`config.mk`:
```
export PLATFORM = sky130hd
export DESIGN_NAME = fetch_unit
export DESIGN_NICKNAME = d
export VERILOG_FILES = /design/src/rtl/core_pkg.sv /design/src/rtl/fetch_queue.sv /design/src/rtl/fetch_unit.sv
export SDC_FILE = /design/constraint.sdc
export NUM_CORES = 1
export LEC_CHECK = 0
export ABC_AREA = 0
export BUFFER_PORTS_ARGS = -buffer_cell sky130_fd_sc_hd__buf_2
export CELL_PAD_IN_SITES_DETAIL_PLACEMENT = 0
export CELL_PAD_IN_SITES_GLOBAL_PLACEMENT = 2
export CORE_MARGIN = 1.5
export CORE_UTILIZATION = 30
export CTS_CLUSTER_SIZE = 20
export DETAILED_ROUTE_END_ITERATION = 16
export PLACE_DENSITY_LB_ADDON = 0.1
export SLEW_MARGIN = 20
export SYNTH_ARGS = -nofsm -noshare
export SYNTH_HDL_FRONTEND = slang
export SYNTH_SLANG_ARGS = --single-unit
export TNS_END_PERCENT = 10
```
`constraint.sdc`:
```
create_clock -name clk -period 3.83 [get_ports clk]
set_input_delay 0.383 -clock clk [delete_from_list [all_inputs] [get_ports clk]]
set_output_delay 0.383 -clock clk [all_outputs]
set_load 0.02 [all_outputs]
```
`src/rtl/core_pkg.sv`:
```
// Shared core-wide constants and the fetch-entry record handed from fetch to decode.
package core_pkg;

    localparam int INSTR_W   = 32;
    localparam int PC_STEP   = 4;
    localparam int CORE_XLEN = 32;

    // Field order matches the {pc, instr} packing used inside the fetch queue.
    typedef struct packed {
        logic [CORE_XLEN-1:0] pc;
        logic [INSTR_W-1:0]   instr;
    } fetch_entry_t;

endpackage

```
`src/rtl/fetch_queue.sv`:
```
// Generic synchronous FIFO with flush; head data is read combinationally from storage.
module fetch_queue
    import core_pkg::*;
#(
    parameter int WIDTH = 64,
    parameter int DEPTH = 4
) (
    input  logic             clk,
    input  logic             rst,
    input  logic             push,
    input  logic [WIDTH-1:0] push_data,
    input  logic             pop,
    input  logic             flush,
    output logic             full,
    output logic             empty,
    output logic [WIDTH-1:0] head_data
);

    localparam int PTR_W = $clog2(DEPTH);
    localparam logic [PTR_W:0] DEPTH_CNT = DEPTH[PTR_W:0];

    logic [WIDTH-1:0] mem [DEPTH];
    logic [PTR_W-1:0] head_ptr;
    logic [PTR_W-1:0] tail_ptr;
    logic [PTR_W:0]   count;
    logic             do_push;
    logic             do_pop;

    assign full      = (count == DEPTH_CNT);
    assign empty     = (count == '0);
    assign head_data = mem[head_ptr];
    assign do_pop    = pop & !empty;
    // A full queue may still accept a push when the head leaves in the same cycle.
    assign do_push   = push & (!full | do_pop);

    always_ff @(posedge clk) begin
        if (rst) begin
            head_ptr <= '0;
            tail_ptr <= '0;
            count    <= '0;
            // NOTE: storage is cleared on reset because the head entry is visible on the outputs even when empty.
            for (int i = 0; i < DEPTH; i++) begin
                mem[i] <= '0;
            end
        end else if (flush) begin
            head_ptr <= '0;
            tail_ptr <= '0;
            count    <= '0;
        end else begin
            if (do_push) begin
                mem[tail_ptr] <= push_data;
                tail_ptr      <= tail_ptr + PTR_W'(1);
            end
            if (do_pop) begin
                head_ptr <= head_ptr + PTR_W'(1);
            end
            count <= count + {{PTR_W{1'b0}}, do_push} - {{PTR_W{1'b0}}, do_pop};
        end
    end

endmodule

```
`src/rtl/fetch_unit.sv`:
```
// Instruction-fetch stage: owns the PC, reads a combinational instruction memory and
// buffers {pc, instr} pairs for decode; an execute-stage redirect reloads the PC and flushes.
module fetch_unit
    import core_pkg::*;
#(
    parameter int              XLEN     = 32,
    parameter int              DEPTH    = 4,
    parameter logic [XLEN-1:0] RESET_PC = '0
) (
    input  logic               clk,
    input  logic               rst,
    output logic [XLEN-1:0]    imem_addr,
    input  logic [INSTR_W-1:0] imem_data,
    input  logic               redirect_valid,
    input  logic [XLEN-1:0]    redirect_pc,
    output logic               out_valid,
    input  logic               out_ready,
    output logic [INSTR_W-1:0] out_instr,
    output logic [XLEN-1:0]    out_pc,
    output logic [XLEN-1:0]    out_pc_plus4
);

    localparam int              ENTRY_W = XLEN + INSTR_W;
    localparam logic [XLEN-1:0] STEP    = XLEN'(PC_STEP);

    logic [XLEN-1:0]    pc;
    logic               full;
    logic               empty;
    logic               pop;
    logic               push;
    logic [ENTRY_W-1:0] head_entry;

    assign pop  = out_valid & out_ready;
    // out_ready feeds the push decision so a full queue still streams one per cycle.
    assign push = !redirect_valid & (!full | pop);

    always_ff @(posedge clk) begin
        // NOTE: state registers use non-blocking assignments so every flop samples pre-edge values.
        if (rst) begin
            pc <= RESET_PC;
        end else if (redirect_valid) begin
            pc <= {redirect_pc[XLEN-1:2], 2'b00};
        end else if (push) begin
            pc <= pc + STEP;
        end
    end

    fetch_queue #(
        .WIDTH (ENTRY_W),
        .DEPTH (DEPTH)
    ) u_queue (
        .clk       (clk),
        .rst       (rst),
        .push      (push),
        .push_data ({pc, imem_data}),
        .pop       (pop),
        .flush     (redirect_valid),
        .full      (full),
        .empty     (empty),
        .head_data (head_entry)
    );

    assign imem_addr    = pc;
    assign out_valid    = !empty;
    assign out_pc       = head_entry[ENTRY_W-1:INSTR_W];
    assign out_instr    = head_entry[INSTR_W-1:0];
    assign out_pc_plus4 = out_pc + STEP;

endmodule
```
* Word-level counts from Yosys, hierarchy flattened
Memory sizes are Yosys's and may differ from the RTL's. A register that Yosys moved wholly into a read port is not among the register bits. Index checks and enable logic that the tools add are counted.
Word-level totals: bits in writable memories 256, memories 1, bits of input ports 68, output and inout port bits 129, logic and storage cells 39, flip-flop bits (word level) 39
Operators by class: bitwise gates (word level) 6, equality and inequality tests 1, multiplexer cells 13, add/subtract/negate cells 6, reductions and logical operators 7
Memories:
- u_queue.mem | words 4, bits a word 64, rd ports 1, clocked after Yosys merged registers in 1, wr ports 4, RTL line fetch_queue.sv:22 | logic [WIDTH-1:0] mem [DEPTH];
Operators by type and width (count):
- adder 32 x 3 -> 32 bit (second input constant) | 2
- two-way mux 32 bit | 2
- two-way mux 64 bit | 1
- OR reduction 64 bit | 1
- two-way mux 1 bit | 7
- two-way mux 2 bit | 3
- adder 2 x 1 -> 2 bit (second input constant) | 2
- AND 1 bit | 4
- adder 3 x 1 -> 3 bit | 1
- == test 3 bit (second input constant) | 1
- zero test 1 bit | 3
- zero test 3 bit | 1
- subtractor 3 x 1 -> 3 bit | 1
- OR 1 bit | 2
- nonzero test 2 bit | 1
- OR reduction 2 bit | 1

* Logic depth before layout (Yosys ltp)
Gate-level depths: netlist (run 1).
word-level depth 12, mapped depth 9, depth with buffers taken out 9

* Modules after synthesis
Synthesis (run 1) repeated with hierarchy kept, for this count alone.
Second synthesis, totals: cells, all modules 1010, area, all modules 14003.4 um2
By module, submodules not included:
- fetch_queue | sequential area each 7867.5 um2, area each 11449.7 um2, cells each 669, instances 1
- fetch_unit | sequential area each 600.6 um2, area each 2553.7 um2, cells each 341, instances 1

* Worst setup path before layout (run 1)
Ideal clock, no wire load.
path type input to register, start input port rst, end memory u_queue.mem[1][0] (enable), path buffers 1, arrival 2.469 ns, required time 3.437 ns, slack 0.968 ns, setup time 0.393 ns, stages on the path 5, cell sequence clkbuf_1 nor2_1 nand2_1 nor3b_1 or2_2
RTL lines:
- start, declared | RTL line fetch_unit.sv:11 | input logic rst,
- end, declared | RTL line fetch_queue.sv:22

==> metrics.md, run 1 <==
| Metric | Value |
|---|---|
| Largest buffer count on any clock path | 3 |
| Initial antenna violation count | 0 |
| Vias per cell | 4.74 |
| Async S/R FF share, synth | 0 |
| TritonCTS buffer count | 37 |
| Vias in the first global route | 8,958 |
| Commonest non-fill, non-tap cell in the layout | edfxtp_1 |
| WL/cell | 21.9 µm |
| Dpl cell area | 15,100 µm² |
| Synth Area in Adders | 0.00518 |
| Non-filler cells in the finished layout | 1,766 |
| Final ANT Viol Nets | 0 |
| Setup crit start kind | flip-flop |
| Worst-path clk slew | 60 ps |
| CP required | approximately 3500 ps |
| Post-Syn Area | 13,500 µm² |
| Setup CP Type | flip-flop to output pin |
| Worst Hold Class | input pin to flip-flop |
| GR Util All Layers | 0.168 |
| Core area | 44,300 µm² |
| Cell row count | 77 |
| Io pins | 197 |
| Simple-gate share of the synthesized area | 0.192 |
| Hold WS | ~87 ps |
| P_leak | 6.35 nW |
| Mean Syn Cell Area | 14.0 µm² |
| Post-CTS Setup Bufs | 0 |
| Synth Instances | about 970 |
| CTS tree | yes |
| Tcrit/Tclk final | 0.937 |
| Design Power | roughly 8.1 mW |
| Maximum fanout along the worst path | 56 |
| H-tree levels | 2 |
| YS warnings | 0 |
| Initial Utilization | 0.305 |
| Core Util, Final | 0.369 |
| Most frequent cells in the layout | edfxtp_1, and2_1, buf_2, and3_1, mux4_2 |
| Cell variety after synth | 55 |
| Multiplexer share of the synthesized area | 0.108 |
| Largest family of logic cells by synthesized area | simple AND/OR/NAND/NOR gates |
| Yosys top cell area share | 0.551 |
| Final min period | 3590 ps |
| # nets final | around 1,200 |
| WP data arrival | 3210 ps |
| Die span in x | 215 µm |
| Placed Cells | roughly 1,700 |
| Compound-Gate Fraction of Synth Area | 0.0176 |
| Ranking of synthesized cells by area | edfxtp_1, mux4_2, and2_1 |
| IO Port Bufs | between 150 and 200 |
| Worst clock skew | 10.7 ps |
| Power Density | 497 nW/µm² |
| First-pass GRT wire length | around 58,000 µm |
| Synthesized flop and latch total | about 290 |
| Max-cap violation count | 0 |
| Status | finished, final reports clean |
| Largest net degree at the start of global routing | between 60 and 70 |
| # DRC | 0 |
| Final hold viol count | 0 |
| Hpwl dp | ~23,000 µm |
| Sequential fraction of the synthesis area | 0.609 |
| Worst slew pin tran | between 800 and 900 ps |
| Clock Tree Root | clkbuf_16 |
| Peak VDD IR | between 0.0002 and 0.0003 V |
| Post-synthesis xor/xnor area fraction | 0.0369 |
| Maximum clock rate | 0.279 GHz |
| Worst setup margin | approximately 240 ps |
| Post-Layout Inst Area | 16,400 µm² |
| Number of enable flip-flop cells after synthesis | 248 |
| WL final | 38,700 µm |
| Relative slew slack | 0.440 |
| Worst-Skew Late Latency | 540 ps |
| Die area | 46,300 µm² |
| Ys flop type | edfxtp_1 |
| Setup TNS | 0 ps |
| DRT iter0 DRCs | 367 |
| Dpl ws | 478 ps |
| Grt total ovfl | 0 |
| RePlAce Congestion | 0.698 |
| RSZ-0062 raised after global routing | no |
| Detailed-route via count | 8,377 |
| Clock net sink count | 287 |
| Die Ht | about 220 µm |
| Area growth, synth to finish | 21.0% |
| CP Capture Type | output pin |
| Share of layout cells above drive strength 1 | 0.295 |
| Fin. max-slew vios | 0 |
| Detailed Routing Iterations Pass 1 | 4 |
| Cell taking the most area after synthesis | edfxtp_1 |
| Final setup viols | 0 |
## metal layers
metal | track usage | wire length (µm) | vias up
met5 | 0 | 0 | -
met4 | 0.0417 | 544 | 0
met3 | 0.0282 | 1420 | 41
met2 | 0.284 | 19000 | 176
met1 | 0.223 | 17800 | 4228
li1 | - | - | 3932
## layout make-up
type                            count  area, µm²
Tap cell                          592        741
Sequential cell                   287       8240
Clock buffer                       48       1040
Clock inverter                     20        205
Multi-Input combinational cell    600       4940
Fill cell                        4318      28000
Antenna cell                        1       2.50
Inverter                           12       45.0
Timing Repair Buffer              206       1140
## registers in the layout, summed over array words and instances, names as in the netlist, named ones only
name / cells
u_queue.count: 3
u_queue.tail_ptr: 2
u_queue.mem: 248
imem_addr: 30
u_queue.head_ptr: 2
## final timing paths
kind,start,endpoint,slack [ps],cells after the start
max reg2reg,u_queue.count[1],imem_addr[23],1130,7
max,flip-flop,out_pc_plus4[29],240,7
min,redirect_pc[6],imem_addr[6],90,3
min reg2reg,u_queue.head_ptr[1],u_queue.head_ptr[1],540,2
## cell usage after synthesis, types with 3 or more instances
library cell,instances
a2111oi_0,3
buf_6,5
and4_1,8
buf_4,8
a211oi_1,15
and3_1,65
nand2_1,39
mux4_1,6
inv_1,11
mux2i_1,4
or2_2,4
clkbuf_1,51
xnor2_1,37
dfxtp_1,39
nor2b_1,3
a21oi_1,11
nor3_1,13
buf_2,8
and2_1,196
ha_1,4
nor2_1,32
nor4_2,3
nand3_1,19
nor4_1,13
nand4_1,16
xor2_1,20
edfxtp_1,248
mux4_2,56
## worst max-delay path, cell delays in order, from the launching register on
cell     delay [ps]
dfxtp_4         450
buf_16          360
mux4_1          370
nand4_4         140
nor4_4          690
nor3b_2         310
xor2_1          160
buf_2           180
## power breakdown
part,internal [mW],total (mW),switching [mW]
Combinational,0.322,0.890,0.568
Sequential,3.58,3.68,0.105
Clock,2.19,3.55,1.36
## cell families after synthesis
group	count (synthesis)
xor gates and xnor gates	57
AOI/OAI and AO/OA	35
DFF	287
muxes	66
and+or+nand+nor	431
adders and majority gates	5
buffers and inverters	86
other	1
## timing repair
item,CTS,global route
resized for setup,2,3
endpoints found under the setup margin,8,12
hold buffers,0,0
pin swaps,0,1
No activity file was read; power rests on OpenSTA's default activity.
==> inputs of run 2 (changes only) <==
CORE_ASPECT_RATIO = 0.6   (was not set)
==> run 2 against run 1 <==
- total power down 6.0%
- critical endpoint is now out_pc_plus4[18]
- sequential share of layout area up 0.77 points
- first-iteration DRC count up 71%
- largest cell class unchanged
- maximum frequency down 0.15%
- die area about the same
- core utilization down 0.17 points
==> metrics.md, run 2 (same netlist as run 1, synthesis figures left out) <==
| Metric | Value |
|---|---|
| Status | finished, final reports clean |
| RePlAce Congestion | 0.749 |
| WL final | 41,200 µm |
| Final ANT Viol Nets | 0 |
| Slowest CP cell | dfxtp_4 |
| Commonest non-fill, non-tap cell in the layout | edfxtp_1 |
| Final setup viols | 0 |
| Core Util, Final | 0.367 |
| Grt total ovfl | 0 |
| Cell row count | 59 |
| CTS hold repair buffers | 0 |
| Met2 routed WL | between 15,000 and 20,000 µm |
| WP data arrival | 3210 ps |
| WL/cell | 23.6 µm |
| Crit path cell chain | mux4_2 -> ha_1 -> nand2_1 -> o22ai_1 -> nand4_2 -> nor3_1 -> xor2_1 -> buf_2 |
| Detailed-route via count | 8,433 |
| Maximum clock rate | 0.278 GHz |
| Die Ht | 167 µm |
| N_diodes | 0 |
| Switching share of total power | 0.260 |
| DRT met1 WL | between 20,000 and 25,000 µm |
| WP buf/inv | 1 |
| Sequential share of power | 0.484 |
| Clock net sink count | 287 |
| Io pins | 197 |
| Relative slew slack | 0.404 |
| P_leak | 6.26 nW |
| Peak VDD IR | 0.000280 V |
| Setup crit start kind | flip-flop |
| Reg2reg path depth | 6 |
| Tcrit/Tclk final | 0.939 |
| RSZ-0062 raised after global routing | no |
| Hpwl dp | roughly 26,000 µm |
| TritonCTS buffer count | 31 |
| Power Density | around 470 nW/µm² |
| Non-filler cells in the finished layout | 1,746 |
| # DRC | 0 |
| Die span in x | 277 µm |
| Worst-Skew Late Latency | 590 ps |
| Area growth, synth to finish | 19.2% |
| WL met3 | 1490 µm |
| Worst-path clk slew | 70 ps |
| Slowest Stage Delay on Critical Path | 560 ps |
| Final min period | 3600 ps |
| H-tree levels | 1 |
| Design Power | 7.63 mW |
| GR Util All Layers | 0.177 |
| CP Capture Type | output pin |
| Setup CP Type | flip-flop to output pin |
| Sw Pwr | 1.98 mW |
| Largest net degree at the start of global routing | 64 |
| Largest buffer count on any clock path | 3 |
| Initial Utilization | 0.308 |
| Worst Hold Class | input pin to flip-flop |
| CP Depth | 8 |
| Share of layout cells above drive strength 1 | 0.292 |
| Core area | about 44,000 µm² |
| CTS tree | yes |
| Final hold viol count | 0 |
| Worst slew pin tran | 893 ps |
| Hold WS | 29.8 ps |
| Maximum fanout along the worst path | 13 |
| Fin. max-slew vios | 0 |
| Detailed Routing Iterations Pass 1 | 4 |
| IO Port Bufs | 188 |
| Initial antenna violation count | 0 |
| Max-cap violation count | 0 |
| CP required | 3450 ps |
| Max FFs per register | between 200 and 250 |
| Most flop-heavy register | u_queue.mem |
| Internal | 5.65 mW |
| DRT iter0 DRCs | 626 |
| Most frequent cells in the layout | edfxtp_1, and2_1, buf_2, and3_1, mux4_2 |
| Vias in the first global route | 8,738 |
| Vias per cell | 4.83 |
| Setup TNS | 0 ps |
| Top Metal Used | met4 |
| Clock Power Share | 0.398 |
| Clock Tree Root | clkbuf_16 |
| First-pass GRT wire length | 60,600 µm |
| Die area | 46,400 µm² |
| Combinational Power Share | 0.118 |
| CP delay by family, top | simple AND/OR/NAND/NOR gates |
| # nets final | roughly 1,200 |
| Fillers | 4,308 |
| Hold depth | 3 |
| Placed Cells | 1,689 |
| Worst clock skew | 33.9 ps |
run 2: timing repair:
item,in CTS,in global routing
pin swaps,0,0
buffers inserted,1,1
gates cloned,0,0
resized for setup,1,1
endpoints found under the setup margin,2,1
run 2: cell type report:
type,instances,area (µm²),share of cell area
inverter,12,45.0,0.00280
tap,579,724,0.0450
multi-input combinational,600,4940,0.307
timing repair buffer,213,1170,0.0728
sequential,287,8240,0.511
clock inverter,15,181,0.0113
clock buffer,40,810,0.0503
run 2: path summary, 6_finish.rpt:
check	startpoint	endpoint	slack, ps
max reg2reg	u_queue.count[1]	imem_addr[20]	1230
min reg2reg	u_queue.head_ptr[0]	u_queue.head_ptr[0]	560
min	redirect_pc[3]	imem_addr[3]	30
max	flip-flop	out_pc_plus4[18]	230
run 2: worst min-delay path: stages:
cell     delay [ps]
buf_2            80
a21oi_1          50
nor2_1           70
run 2: through the flow:
stage	instance area, µm²	setup slack (ps)
floorplan	13500	968
global placement	15100	601
detailed placement	15100	564
CTS	16100	42.7
global route	16100	27.3
finish	16100	234
run 2: power groups by stage:
stage	combinational (mW)	clock, mW	sequential, mW
global placement	0.913	0	3.77
CTS	0.924	3.10	3.70
floorplan	0.562	0	3.72
finish	0.901	3.04	3.70
global route	0.976	3.21	3.72
detailed placement	0.913	0	3.77
run 2: routing by layer:
metal / vias up / track usage
met5: - / 0
met2: 146 / 0.273
met3: 46 / 0.0286
met1: 4307 / 0.263
li1: 3934 / -
met4: 0 / 0.0344
==> inputs of run 3 (changes only) <==
MAX_ROUTING_LAYER = met4   (was not set)
==> run 3 against run 2 <==
- routed wire length about the same
- global-route usage grew 0.54 points
- final cell count about the same
- non-clock buffer count unchanged
- register-to-register slack hardly changed
- largest power group unchanged
- highest routed layer unchanged
==> metrics.md, run 3 (same netlist as run 1, synthesis figures left out) <==
| Metric | Value |
|---|---|
| Commonest non-fill, non-tap cell in the layout | edfxtp_1 |
| Core area | 43,800 µm² |
| Setup TNS | 0 ps |
| RSZ-0062 raised after global routing | no |
| Most flop-heavy register | u_queue.mem |
| Dpl ws | 564 ps |
| TritonCTS buffer count | 31 |
| Detailed-route via count | around 8,500 |
| CP Capture Type | output pin |
| P_leak | 6.26 nW |
| Initial antenna violation count | 0 |
| Die Ht | approximately 170 µm |
| Tcrit/Tclk final | 0.933 |
| Max FFs per register | about 250 |
| Io pins | slightly below 200 |
| WP data arrival | 3190 ps |
| Most frequent cells in the layout | edfxtp_1, and2_1, buf_2, and3_1, mux4_2 |
| Relative slew slack | 0.396 |
| Maximum fanout along the worst path | 13 |
| Area growth, synth to finish | 19.2% |
| RePlAce Congestion | 0.759 |
| Final setup viols | 0 |
| Final hold viol count | 0 |
| Max-cap violation count | 0 |
| Maximum clock rate | 0.280 GHz |
| Vias in the first global route | 8,759 |
| # DRC | 0 |
| Largest buffer count on any clock path | 3 |
| WL/cell | 23.6 µm |
| H-tree levels | 1 |
| Largest net degree at the start of global routing | 64 |
| Vias per cell | 4.87 |
| IO Port Bufs | 188 |
| GR Util All Layers | 0.182 |
| Fin. max-slew vios | 0 |
| # nets final | 1,218 |
| Worst clock skew | 29.3 ps |
| CTS tree | yes |
| Clock net sink count | 287 |
| Worst Hold Class | input pin to flip-flop |
| Worst-path clk slew | 70 ps |
| WL final | 41,200 µm |
| Initial Utilization | 0.308 |
| Setup CP Type | flip-flop to output pin |
| Die area | 46,400 µm² |
| Power Density | 474 nW/µm² |
| Final ANT Viol Nets | 0 |
| First-pass GRT wire length | a little over 60,000 µm |
| Clock Tree Root | clkbuf_16 |
| Worst slew pin tran | between 900 and 1000 ps |
| DRT iter0 DRCs | 545 |
| Hpwl dp | 25,700 µm |
| Status | finished, final reports clean |
| Grt total ovfl | 0 |
| Peak VDD IR | approximately 0.00028 V |
| Share of layout cells above drive strength 1 | 0.292 |
| Cell row count | 59 |
| Setup crit start kind | flip-flop |
| CP required | around 3500 ps |
| Detailed Routing Iterations Pass 1 | 5 |
| Final min period | 3570 ps |
| Worst-Skew Late Latency | 580 ps |
| Die span in x | 277 µm |
| Worst setup margin | 258 ps |
[run 3: changes by cell type in the layout (fill, tap and decap cells not counted)]
cell     before  now
diode_2       0    1
[run 3: layout make-up]
type                            instances  area [µm²]
Antenna cell                            1        2.50
Clock buffer                           40         810
Clock inverter                         15         181
Fill cell                            4307       27700
Inverter                               12        45.0
Multi-Input combinational cell        600        4940
Sequential cell                       287        8240
Tap cell                              579         724
Timing Repair Buffer                  213        1170
[run 3: routing by layer]
layer | GRT usage | routed length, µm | up-vias
met3 | 0.0276 | 1570 | 44
li1 | - | - | 3931
met4 | 0.0344 | 669 | 0
met5 | - | 0 | -
met2 | 0.272 | 18300 | 154
met1 | 0.265 | 20600 | 4379
[run 3: power by group]
group          internal (mW)  switching (mW)  total [mW]
Combinational          0.322           0.580       0.902
Sequential              3.58           0.119        3.70
Clock                   1.75            1.28        3.03
Total                   5.65            1.98        7.63
[run 3: final timing paths]
| path | start | endpoint | slack (ps) | cells after the start |
|---|---|---|---|---|
| max reg2reg | u_queue.count[0] | u_queue.mem[1][59] | 1230 | 5 |
| min | redirect_pc[3] | imem_addr[3] | 30 | 3 |
| min reg2reg | u_queue.head_ptr[0] | u_queue.head_ptr[0] | 560 | 2 |
| max | flip-flop | out_pc_plus4[18] | 260 | 8 |
[run 3: worst max-delay path, cell delays in order (launching register included)]
cell and delay (ps):
dfxtp_4 560, mux4_2 390, ha_1 230, nand2_1 70, o22ai_1 230, nand4_2 350, nor3_1 290, xor2_1 250
buf_2 210
[run 3: stage by stage]
stage	util	cell area, µm²	hold slack [ps]	total power, mW	std cells
finish	0.367	16100	32.5	7.63	1747
global route	0.367	16100	19.9	7.91	1746
CTS	0.367	16100	2.65	7.73	1745
detailed placement	0.343	15100	550	4.68	1689
global placement	0.343	15100	531	4.68	1689
floorplan	-	13500	485	4.28	973
[run 3: timing repair]
action,in CTS,in global routing
hold buffers,0,0
gates resized for setup,1,1
gates cloned,0,0
setup buffers,1,1
endpoints found under the setup margin,2,1
